**config.mk**
```make
export PLATFORM = sky130hd
export DESIGN_NAME = toysram_16x12_ctl
export DESIGN_NICKNAME = d
export VERILOG_FILES = /design/src/rtl/toysram_16x12_ctl.sv
export SDC_FILE = /design/constraint.sdc
export NUM_CORES = 1
export LEC_CHECK = 0
export ABC_AREA = 1
export CORE_ASPECT_RATIO = 0.75
export CORE_MARGIN = 2
export CORE_UTILIZATION = 48
export CTS_BUF_LIST = sky130_fd_sc_hd__clkbuf_4 sky130_fd_sc_hd__clkbuf_8 sky130_fd_sc_hd__clkbuf_16
export CTS_CLUSTER_DIAMETER = 30
export CTS_CLUSTER_SIZE = 20
export DETAILED_ROUTE_END_ITERATION = 8
export PLACE_DENSITY = 0.8
export SETUP_SLACK_MARGIN = 0.5
export SLEW_MARGIN = 10
export SYNTH_ARGS = -nofsm -noshare
export SYNTH_HDL_FRONTEND = slang
export SYNTH_SLANG_ARGS = --single-unit
```
**constraint.sdc**
```tcl
create_clock -name clk -period 1.6 [get_ports clk]
set_input_delay 0.32 -clock clk [delete_from_list [all_inputs] [get_ports clk]]
set_output_delay 0.32 -clock clk [all_outputs]
set_load 0.1 [all_outputs]
```
**src/rtl/toysram_16x12_ctl.sv**
```systemverilog
// Sequencing/read-eval controller for one 16x12 2R1W toysram subarray.
// Optional define TOYSRAM_WR_BYPASS_EN: same-row reads return the new write data.
module toysram_16x12_ctl #(
  parameter int unsigned EVAL_CYC = 2,
  parameter int unsigned WR_CYC   = 2
) (
  input  logic        clk,
  input  logic        reset,
  input  logic        req_val,
  output logic        req_rdy,
  input  logic        rd0_val,
  input  logic [0:3]  rd0_adr,
  input  logic        rd1_val,
  input  logic [0:3]  rd1_adr,
  input  logic        wr_val,
  input  logic [0:3]  wr_adr,
  input  logic [0:11] wr_dat,
  output logic        rd_done,
  output logic [0:11] rd0_dat,
  output logic [0:11] rd1_dat,
  output logic        rbl_pre,
  output logic [0:15] RWL0,
  output logic [0:15] RWL1,
  output logic [0:15] WWL,
  output logic [0:11] WBL,
  output logic [0:11] WBLb,
  input  logic [0:11] RBL0,
  input  logic [0:11] RBL1
);

  typedef enum logic [1:0] {IDLE, EVAL, CAPT, WRITE} state_e;

  localparam logic [3:0] EVAL_LAST = 4'(EVAL_CYC - 1);
  localparam logic [3:0] WR_LAST   = 4'(WR_CYC - 1);

  state_e      state_q;
  logic [3:0]  cnt_q;
  logic        rd0_val_q, rd1_val_q, wr_val_q;
  logic [0:3]  rd0_adr_q, rd1_adr_q, wr_adr_q;
  logic [0:11] wr_dat_q;
  logic        req_rdy_q, rbl_pre_q, rd_done_q;
  logic [0:11] rd0_dat_q, rd1_dat_q, rd0_dat_d, rd1_dat_d;
  logic [0:15] rwl0_q, rwl1_q, wwl_q;
  logic [0:11] wbl_q, wblb_q;

  function automatic logic [0:15] onehot16(input logic [0:3] a);
    logic [0:15] r;
    r    = '0;
    r[a] = 1'b1;
    return r;
  endfunction

  // Bitlines discharge for a stored 1, so sampled data is inverted.
  always_comb begin
    rd0_dat_d = rd0_val_q ? ~RBL0 : '0;
    rd1_dat_d = rd1_val_q ? ~RBL1 : '0;
`ifdef TOYSRAM_WR_BYPASS_EN
    if (rd0_val_q && wr_val_q && (rd0_adr_q == wr_adr_q)) rd0_dat_d = wr_dat_q;
    if (rd1_val_q && wr_val_q && (rd1_adr_q == wr_adr_q)) rd1_dat_d = wr_dat_q;
`endif
  end

  always_ff @(posedge clk) begin
    if (reset) begin
      state_q   <= IDLE;
      cnt_q     <= '0;
      rd0_val_q <= 1'b0;
      rd1_val_q <= 1'b0;
      wr_val_q  <= 1'b0;
      rd0_adr_q <= '0;
      rd1_adr_q <= '0;
      wr_adr_q  <= '0;
      wr_dat_q  <= '0;
      req_rdy_q <= 1'b1;
      rbl_pre_q <= 1'b1;
      rd_done_q <= 1'b0;
      rd0_dat_q <= '0;
      rd1_dat_q <= '0;
      rwl0_q    <= '0;
      rwl1_q    <= '0;
      wwl_q     <= '0;
      wbl_q     <= '0;
      wblb_q    <= '0;
    end else begin
      rd_done_q <= 1'b0;
      case (state_q)
        IDLE: begin
          if (req_val) begin
            rd0_val_q <= rd0_val;
            rd1_val_q <= rd1_val;
            wr_val_q  <= wr_val;
            rd0_adr_q <= rd0_adr;
            rd1_adr_q <= rd1_adr;
            wr_adr_q  <= wr_adr;
            wr_dat_q  <= wr_dat;
            if (rd0_val || rd1_val) begin
              state_q   <= EVAL;
              req_rdy_q <= 1'b0;
              rbl_pre_q <= 1'b0;
              rwl0_q    <= rd0_val ? onehot16(rd0_adr) : '0;
              rwl1_q    <= rd1_val ? onehot16(rd1_adr) : '0;
              cnt_q     <= EVAL_LAST;
            end else if (wr_val) begin
              state_q   <= WRITE;
              req_rdy_q <= 1'b0;
              wwl_q     <= onehot16(wr_adr);
              wbl_q     <= wr_dat;
              wblb_q    <= ~wr_dat;
              cnt_q     <= WR_LAST;
            end
          end
        end
        EVAL: begin
          if (cnt_q == '0) state_q <= CAPT;
          else             cnt_q   <= cnt_q - 4'd1;
        end
        CAPT: begin
          rd0_dat_q <= rd0_dat_d;
          rd1_dat_q <= rd1_dat_d;
          rd_done_q <= 1'b1;
          rwl0_q    <= '0;
          rwl1_q    <= '0;
          rbl_pre_q <= 1'b1;
          if (wr_val_q) begin
            state_q <= WRITE;
            wwl_q   <= onehot16(wr_adr_q);
            wbl_q   <= wr_dat_q;
            wblb_q  <= ~wr_dat_q;
            cnt_q   <= WR_LAST;
          end else begin
            state_q   <= IDLE;
            req_rdy_q <= 1'b1;
          end
        end
        WRITE: begin
          if (cnt_q == '0) begin
            state_q   <= IDLE;
            req_rdy_q <= 1'b1;
            wwl_q     <= '0;
            wbl_q     <= '0;
            wblb_q    <= '0;
          end else begin
            cnt_q <= cnt_q - 4'd1;
          end
        end
        default: state_q <= IDLE;
      endcase
    end
  end

  assign req_rdy = req_rdy_q;
  assign rbl_pre = rbl_pre_q;
  assign rd_done = rd_done_q;
  assign rd0_dat = rd0_dat_q;
  assign rd1_dat = rd1_dat_q;
  assign RWL0    = rwl0_q;
  assign RWL1    = rwl1_q;
  assign WWL     = wwl_q;
  assign WBL     = wbl_q;
  assign WBLb    = wblb_q;

endmodule
```
==> impl_metrics.ini, run 1 <==
[status]
outcome = finished with violations
violations = DRC, setup timing

[logic_synthesis]
syn_nets = 880
yosysUniqueCellTypes = 28
synth_ff_type = dfxtp_1
synth-edff-count = 0
synth.area.top_cells = dfxtp_1 (45%), nand2_1 (13%), nor2_1 (12%)
synth.cell_area_sq_um = 5563
ys_ff_latch = 124
yosysTopAreaCell = dfxtp_1
async_flop_share = 0
seq_area_frac_synth = 0.4462
avgSynthCellArea_sq_um = 6.751
synthesis.instances = 824
synth_warnings = 0
synth_top_cell_area_share = 0.4462

[routing]
drc = 3
ant_nets = 0
avgRoutedWirePerCell_microns = 25.99
viasPerCell = 6.569
vias = 8014
dr.first_iter.drc_count = 1396
wirelength_microns = 31700
dr.pass1.iters = 9

[die]
die-area_sq_um = 12480
start_util = 0.4861
num_rows = 34
ios = 153
die_x_microns = 128.3
coreArea_sq_um = 11440
die-height_microns = 97.23

[sta]
slew_headroom = 0.6033
min_period_ns = 1.774
finalCritPeriodShare = 1.108
final-hold-violation-count = 0
rsz0062_at_grt = true
clock_skew_ns = 0.01330
setup_viol = 15
max_freq_mhz = 563.9
setup_ws_ns = -0.1735
drv_slew = 0
worst_pin_slew_ns = 0.5911

[critical_path]
worstSetupStartpointType = register
crit_buf_inv = 2
cp-end-kind = register
worstPathMaxFanout = 11
worst_ep_arrival_time_ns = 2.13
critPathMaxStageDelay_ns = 0.49
crit_family = compound AO/OA/AOI/OAI gates
crit_type = register to register
path_cells = buf_4 -> nand2_2 -> buf_4 -> o21ai_1 -> nor2_2 -> nor2_1
slowest_stage = o21ai_1
critPathRequiredTime_ns = 1.95
cpMostUsedCell = buf_4

[cts]
cts_tree = done
ctsHoldBuffers = 0
numCtsBuffers = 17
root_buffer = clkbuf_16
clkSinkCount = 124
clock_latency_ns = 0.45
clkTransAtPathRegs_ns = 0.06
h-tree-depth = 4
clockBufferDepth = 2

[grt]
grt_pass1_vias = 6582
antenna_found_initial = 0
grt_pass1_wl_microns = 33960
overflow = 0
grt_usage = 0.3446
grt_max_degree = 40

[finish]
finalNetCount = 1119
synthToLayoutAreaGrowth_pct = 91.88
fillers = 368
final_common_cell = nand2_1
final_cell_mix = nand2_1 (164), nor2_1 (140), buf_12 (110), dfxtp_2 (88), inv_1 (78)
final_layout_size_suffix_gt1_frac = 0.4638
final_cells = 1220
diodes = 0

[hold_path]
hold_class = input port to register

[place]
dp_hpwl_microns = 11840
dp_worst_setup_slack_ns = -0.3169
io_buffers = 152
place_congestion = 0.9192
dp_cells = 1117

[flow_run]
timing.max_cap.violations = 0
==> Yosys cell counts (3+ instances only) <==
library cell / count
nor2_1: 183
a21oi_1: 23
buf_6: 3
buf_2: 19
o21ai_1: 6
o31ai_1: 22
o21ai_0: 63
or2_2: 12
inv_2: 4
o22ai_1: 13
nand3_1: 17
clkbuf_1: 18
inv_1: 85
nand2_1: 194
nand2_2: 3
dfxtp_1: 124
nand4_1: 17
==> metrics by stage <==
step	TNS (ns)	hold WS, ns	utilization	cell area (sq um)
after floorplan	0	0.4125	-	5788
after global placement	-16.89	0.4505	0.7519	8605
after detailed placement	-20.63	0.4616	0.7519	8605
after CTS	0	0.4132	0.8680	9933
after global routing	-0.8724	0.4618	0.9328	10670
final	-0.6610	0.4443	0.9328	10670
==> final cells by class <==
cell class	count	area, sq um	area share
flip-flops and latches	124	2656	0.2489
multi-input cells	566	3114	0.2918
well taps	144	180.2	0.01688
clock buffers	18	439.2	0.04114
inverters	90	355.3	0.03329
repair inverters	1	7.507	0.0007033
repair buffers	263	3751	0.3514
clock inverters	14	170.2	0.01594
==> worst reg2reg max path: stages (launching register included) <==
cell     delay [ns]
dfxtp_4        0.40
buf_4          0.16
nand2_2        0.13
buf_4          0.23
o21ai_1        0.49
nor2_2         0.12
nor2_1         0.16
==> cells by family (layout without fill, tap and decap cells) <==
group / Yosys count / after routing / share of synthesized area
AO/OA/AOI/OAI: 127 / 127 / 0.1271
XOR/XNOR: 1 / 1 / 0.001575
adder cells (fa/ha/maj): 2 / 2 / 0.004498
buffers and inverters: 134 / 386 / 0.1005
flip-flops: 124 / 124 / 0.4462
AND/OR/NAND/NOR: 436 / 436 / 0.3201
==> registers in the layout, summed over array words and instances (netlist names) <==
register	cells
rd1_dat	12
rd1_val_q	1
WWL	16
rbl_pre	1
wr_dat_q	12
rd0_dat	12
req_rdy	1
wr_val_q	1
RWL1	16
WBL	12
state_q	2
cnt_q	4
RWL0	16
rd0_val_q	1
rd_done	1
WBLb	12
wr_adr_q	4
==> path summary, 6_finish.rpt <==
kind,startpoint,to,slack (ns),depth (start not counted)
worst max-delay path,state_q[1]$_SDFFE_PP0P_,WBLb[11]$_SDFFE_PP0P_,-0.17,6
worst min-delay path,RBL0[10],rd0_dat[10]$_SDFFE_PP0N_,0.44,2
worst max register to register,state_q[1]$_SDFFE_PP0P_,WBLb[11]$_SDFFE_PP0P_,-0.17,6
worst min register to register,rd1_dat[10]$_SDFFE_PP0N_,rd1_dat[10]$_SDFFE_PP0N_,0.49,2
==> routing by layer <==
metal  GRT usage  part of all wire  up-vias
met5           0                 0        -
met4      0.1657              0.11        0
met3     0.08866              0.14      360
met2      0.5745              0.43      939
met1      0.4126              0.32     3626
li1            -                 -     3089
==> timing repair <==
item,in CTS,in global routing
buffers inserted,29,31
cloned,7,4
gates resized for setup,109,132
endpoints found under the setup margin,221,222
pin swaps,35,52
Power of run 1 is left out: the tool's default activity adds up to more than one toggle a clock period on the data nets, which glitch-free logic cannot reach.
==> inputs of run 2 (changes only) <==
- CELL_PAD_IN_SITES_DETAIL_PLACEMENT: not set -> 0
- CELL_PAD_IN_SITES_GLOBAL_PLACEMENT: not set -> 1
- CORE_UTILIZATION: 48 -> 33
- PLACE_DENSITY: 0.8 -> not set
- PLACE_DENSITY_LB_ADDON: not set -> 0.1
==> run 2 against run 1 <==
The run now ends clean. Non-clock buffer count down 11. Sequential share of layout area down 0.064 points. Routed wire length down 40%. Via count down 24%. Die area up 44%. Utilization down 29 points. Critical path depth up 3. Largest cell class unchanged.
==> impl_metrics.ini, run 2 (synthesized netlist as in run 1, its figures left out) <==
[finish]
diodes = 0
fillers = 1375
synthToLayoutAreaGrowth_pct = 92.11
final_layout_size_suffix_gt1_frac = 0.4389
finalNetCount = 1108
seqCellArea_sq_um = 2653
multiInputGateArea_sq_um = 3052
final_cell_mix = nand2_1 (170), nor2_1 (149), buf_12 (108), dfxtp_2 (88), inv_1 (73)
fin_util = 0.6410
final_common_cell = nand2_1

[critical_path]
crit_type = register to register
worstSetupStartpointType = register
worstPathMaxFanout = 4
worst_ep_arrival_time_ns = 1.76
critPathRequiredTime_ns = 1.90
r2r_slack_ns = 0.14
r2r_end = RWL1[8]$_SDFFE_PP0P_
timing.rr.start = state_q[1]$_SDFFE_PP0P_
cp-end-kind = register
reg2regPathDepth = 9

[hold_path]
min_path_cells = 3
min_to = rd1_val_q$_SDFFE_PP0P_
hp-start = rd1_val
hold_class = input port to register

[place]
dp_hpwl_microns = 11800
place_congestion = 0.8043
io_buffers = 152
dp_worst_setup_slack_ns = -0.2596

[sta]
max_freq_mhz = 687.0
drv_slew = 0
worst_pin_slew_ns = 0.4703
rsz0062_at_grt = true
final-hold-violation-count = 0
finalCritPeriodShare = 0.9098
clock_skew_ns = 0.008822
min_period_ns = 1.456
setup_viol = 0
slew_headroom = 0.6861
setup_ws_ns = 0.1443

[grt]
grt_usage = 0.2063
overflow = 0
grt_pass1_wl_microns = 29500
antenna_found_initial = 0
grt_pass1_vias = 5788
grt_max_degree = 44

[cts]
clkSinkCount = 124
cts_tree = done
clock_latency_ns = 0.43
h-tree-depth = 4
clkTransAtPathRegs_ns = 0.05
numCtsBuffers = 17
root_buffer = clkbuf_16
ctsHoldBuffers = 0
clockBufferDepth = 2

[die]
ios = 153
start_util = 0.3337
die-area_sq_um = 17920
die-height_microns = 116.4
num_rows = 41
coreArea_sq_um = 16670
die_x_microns = 153.9

[routing]
dr.pass1.iters = 7
viasPerCell = 4.762
avgRoutedWirePerCell_microns = 14.94
ant_nets = 0
dr.first_iter.drc_count = 346
wirelength_microns = 19110
drc = 0
vias = 6090

[flow_run]
timing.max_cap.violations = 0

[status]
outcome = finished, final reports clean
==> run 2: cell count changes in the layout (fill, tap and decap cells not counted), sizes merged, moves of 2 or more <==
cell	change
buf	-13
bufinv	+3
clkbuf	+4
clkinv	-7
clkinvlp	+2
dlygate4sd2	-2
==> run 2: final cells by class <==
cell class              count  share of cell area
clock buffers              20             0.04250
clock inverters            11             0.02026
inverters                  90             0.03325
multi-input cells         566              0.2856
flip-flops and latches    124              0.2482
well taps                 215             0.02517
repair buffers            252              0.3443
repair inverters            1           0.0007025
==> run 2: timing repair <==
action                     CTS  global route
pin swaps                   13            50
resized for setup           94           131
setup buffers               29            21
gates cloned                 7             8
setup endpoints to repair  222           222
==> run 2: metrics by stage <==
stage / std cells / cell area, sq um / hold slack [ns] / TNS [ns]
final: 1279 / 10690 / 0.4257 / 0
after global placement: 1183 / 8656 / 0.4489 / -14.22
after global routing: 1279 / 10690 / 0.4371 / 0
after detailed placement: 1183 / 8656 / 0.4542 / -16.32
after CTS: 1250 / 9952 / 0.4049 / 0
after floorplan: 824 / 5788 / 0.4125 / 0
==> run 2: routing by layer <==
metal / track usage / routed length, microns / up-vias
met4: 0.05670 / 225 / 0
met1: 0.2773 / 8956 / 2843
met3: 0.05455 / 951 / 18
met5: 0 / 0 / -
met2: 0.3315 / 8980 / 172
li1: - / - / 3057
==> run 2: worst max-delay path, cell delays in order (launching register included) <==
cell	delay [ns]
dfxtp_4	0.39
inv_4	0.05
nor2_4	0.11
buf_4	0.13
buf_8	0.12
nor2_4	0.05
buf_4	0.13
buf_4	0.12
a21oi_1	0.17
nor2_1	0.09
==> run 2: worst max path at each step <==
stage | endpoint | slack [ns] | start
detailed placement | WWL[15]$_SDFFE_PP0P_ | -0.26 | rd1_val
CTS | WBLb[5]$_SDFFE_PP0P_ | 0.18 | state_q[1]$_SDFFE_PP0P_
finish | RWL1[8]$_SDFFE_PP0P_ | 0.14 | state_q[1]$_SDFFE_PP0P_
global placement | WWL[2]$_SDFFE_PP0P_ | -0.22 | rd1_val
global route | RWL0[11]$_SDFFE_PP0P_ | 0.08 | state_q[1]$_SDFFE_PP0P_
floorplan | WWL[13]$_SDFFE_PP0P_ | 0.30 | state_q[1]$_SDFFE_PP0P_
Power of run 2 is left out for the same reason.
==> inputs of run 3 (changes only) <==
- CORE_MARGIN: 2 -> 10
==> run 3 against run 2 <==
Fmax decreased by 1.3%. Cell count decreased by 1.6%. Cell area down 2.9%. Clock-buffer cell count shrank 3. Routed wire length rose by 7.7%. Sequential cell count did not move. Worst setup slack worse by 0.019 ns.
==> impl_metrics.ini, run 3 (synthesized netlist as in run 1, its figures left out) <==
[grt]
grt_pass1_vias = 5869
grt_usage = 0.1748
grt_pass1_wl_microns = 31600
overflow = 0
antenna_found_initial = 0
grt_max_degree = 43

[finish]
finalNetCount = 1087
final_layout_size_suffix_gt1_frac = 0.4119
final_cell_mix = nand2_1 (182), nor2_1 (143), buf_12 (108), dfxtp_2 (83), inv_1 (80)
final_cells = 1259
final_common_cell = nand2_1
synthToLayoutAreaGrowth_pct = 86.48
diodes = 0
finish.instance_area_sq_um = 10370

[sta]
rsz0062_at_grt = true
final-hold-violation-count = 0
drv_slew = 0
finalHoldWorstSlack_ns = 0.4022
min_period_ns = 1.475
worst_pin_slew_ns = 0.5158
setup_viol = 0
max_freq_mhz = 678.0
slew_headroom = 0.6558
finalCritPeriodShare = 0.9218
clock_skew_ns = 0.008050

[cts]
numCtsBuffers = 17
clock_latency_ns = 0.43
cts_tree = done
h-tree-depth = 4
root_buffer = clkbuf_16
clockBufferDepth = 2
clkSinkCount = 124
clkTransAtPathRegs_ns = 0.06

[die]
die_x_microns = 169.9
start_util = 0.3337
die-area_sq_um = 22500
coreArea_sq_um = 16670
num_rows = 41
die-height_microns = 132.4
ios = 153

[routing]
dr.first_iter.drc_count = 361
vias = 6014
drc = 0
dr.pass1.iters = 5
ant_nets = 0
avgRoutedWirePerCell_microns = 16.35
viasPerCell = 4.777
wirelength_microns = 20580

[place]
dpl_cell_area_sq_um = 8628
place_congestion = 0.8224
dp_hpwl_microns = 13150
dp_cells = 1181
io_buffers = 152

[critical_path]
critPathRequiredTime_ns = 1.95
worstSetupStartpointType = register
crit_type = register to register
worstPathMaxFanout = 9
critPathMaxStageDelay_ns = 0.37
path_cells = buf_4 -> nand2_2 -> inv_2 -> nand2_4 -> nand3_4 -> buf_6 -> buf_12 -> buf_16 -> nand2_1 -> nand2_1 -> nor2_1
cpMostUsedCell = nand2_1
slowest_stage = dfxtp_4
worst_ep_arrival_time_ns = 1.83
cp-end-kind = register

[hold_path]
hold_class = input port to register

[flow_run]
timing.max_cap.violations = 0

[status]
outcome = finished, final reports clean
==> run 3: cell types whose count changed in the layout (fill, tap and decap cells not counted), sizes merged <==
cell	previous run	this run
clkinvlp	5	8
inv	88	94
clkbuf	26	20
clkdlybuf4s50	50	51
dlymetal6s2s	1	0
bufinv	6	1
buf	193	175
==> run 3: routing by layer <==
metal	wire length, microns	share of wire	global-route usage	vias to the layer above
met4	165	0.0080	0.04132	0
met5	0	0	0	-
met1	9575	0.47	0.2260	2803
li1	-	-	-	3038
met3	1266	0.062	0.06122	14
met2	9572	0.47	0.2720	159
==> run 3: critical path, delay by kind of cell (launching register included) <==
family	cells	cell delay [ns]
DFF	1	0.37
and+or+nand+nor	6	0.43
buffers and inverters	5	0.59
==> run 3: final cells by class <==
cell class,count,area (sq um)
repair buffers,231,3540
fillers,1417,6299
inverters,90,361.6
clock inverters,15,137.6
clock buffers,17,425.4
repair inverters,1,7.507
well taps,215,269.0
flip-flops and latches,124,2658
multi-input cells,566,2975
==> run 3: worst paths after layout <==
check / startpoint / to / slack (ns) / cells past startpoint
setup / recovery: state_q[1]$_SDFFE_PP0P_ / WBLb[5]$_SDFFE_PP0P_ / 0.13 / 11
hold / removal: rd0_val / rd0_val_q$_SDFFE_PP0P_ / 0.40 / 3
setup reg to reg: state_q[1]$_SDFFE_PP0P_ / WBLb[5]$_SDFFE_PP0P_ / 0.13 / 11
hold reg to reg: rbl_pre$_SDFFE_PP1P_ / rbl_pre$_SDFFE_PP1P_ / 0.46 / 2
==> run 3: stage by stage <==
stage	utilization	worst slack [ns]	setup TNS [ns]
after floorplan	-	0.2971	0
after global placement	0.5175	-0.1765	-13.17
after detailed placement	0.5175	-0.2059	-14.19
after CTS	0.5911	0.1865	0
after global routing	0.6222	0.03610	0
final	0.6222	0.1251	0
==> run 3: timing repair <==
action	in CTS	in global routing
setup endpoints to repair	222	222
cloned	10	5
pin swaps	12	29
buffers inserted	18	13
hold buffers	0	0
resized for setup	80	108
Power of run 3 is left out for the same reason.
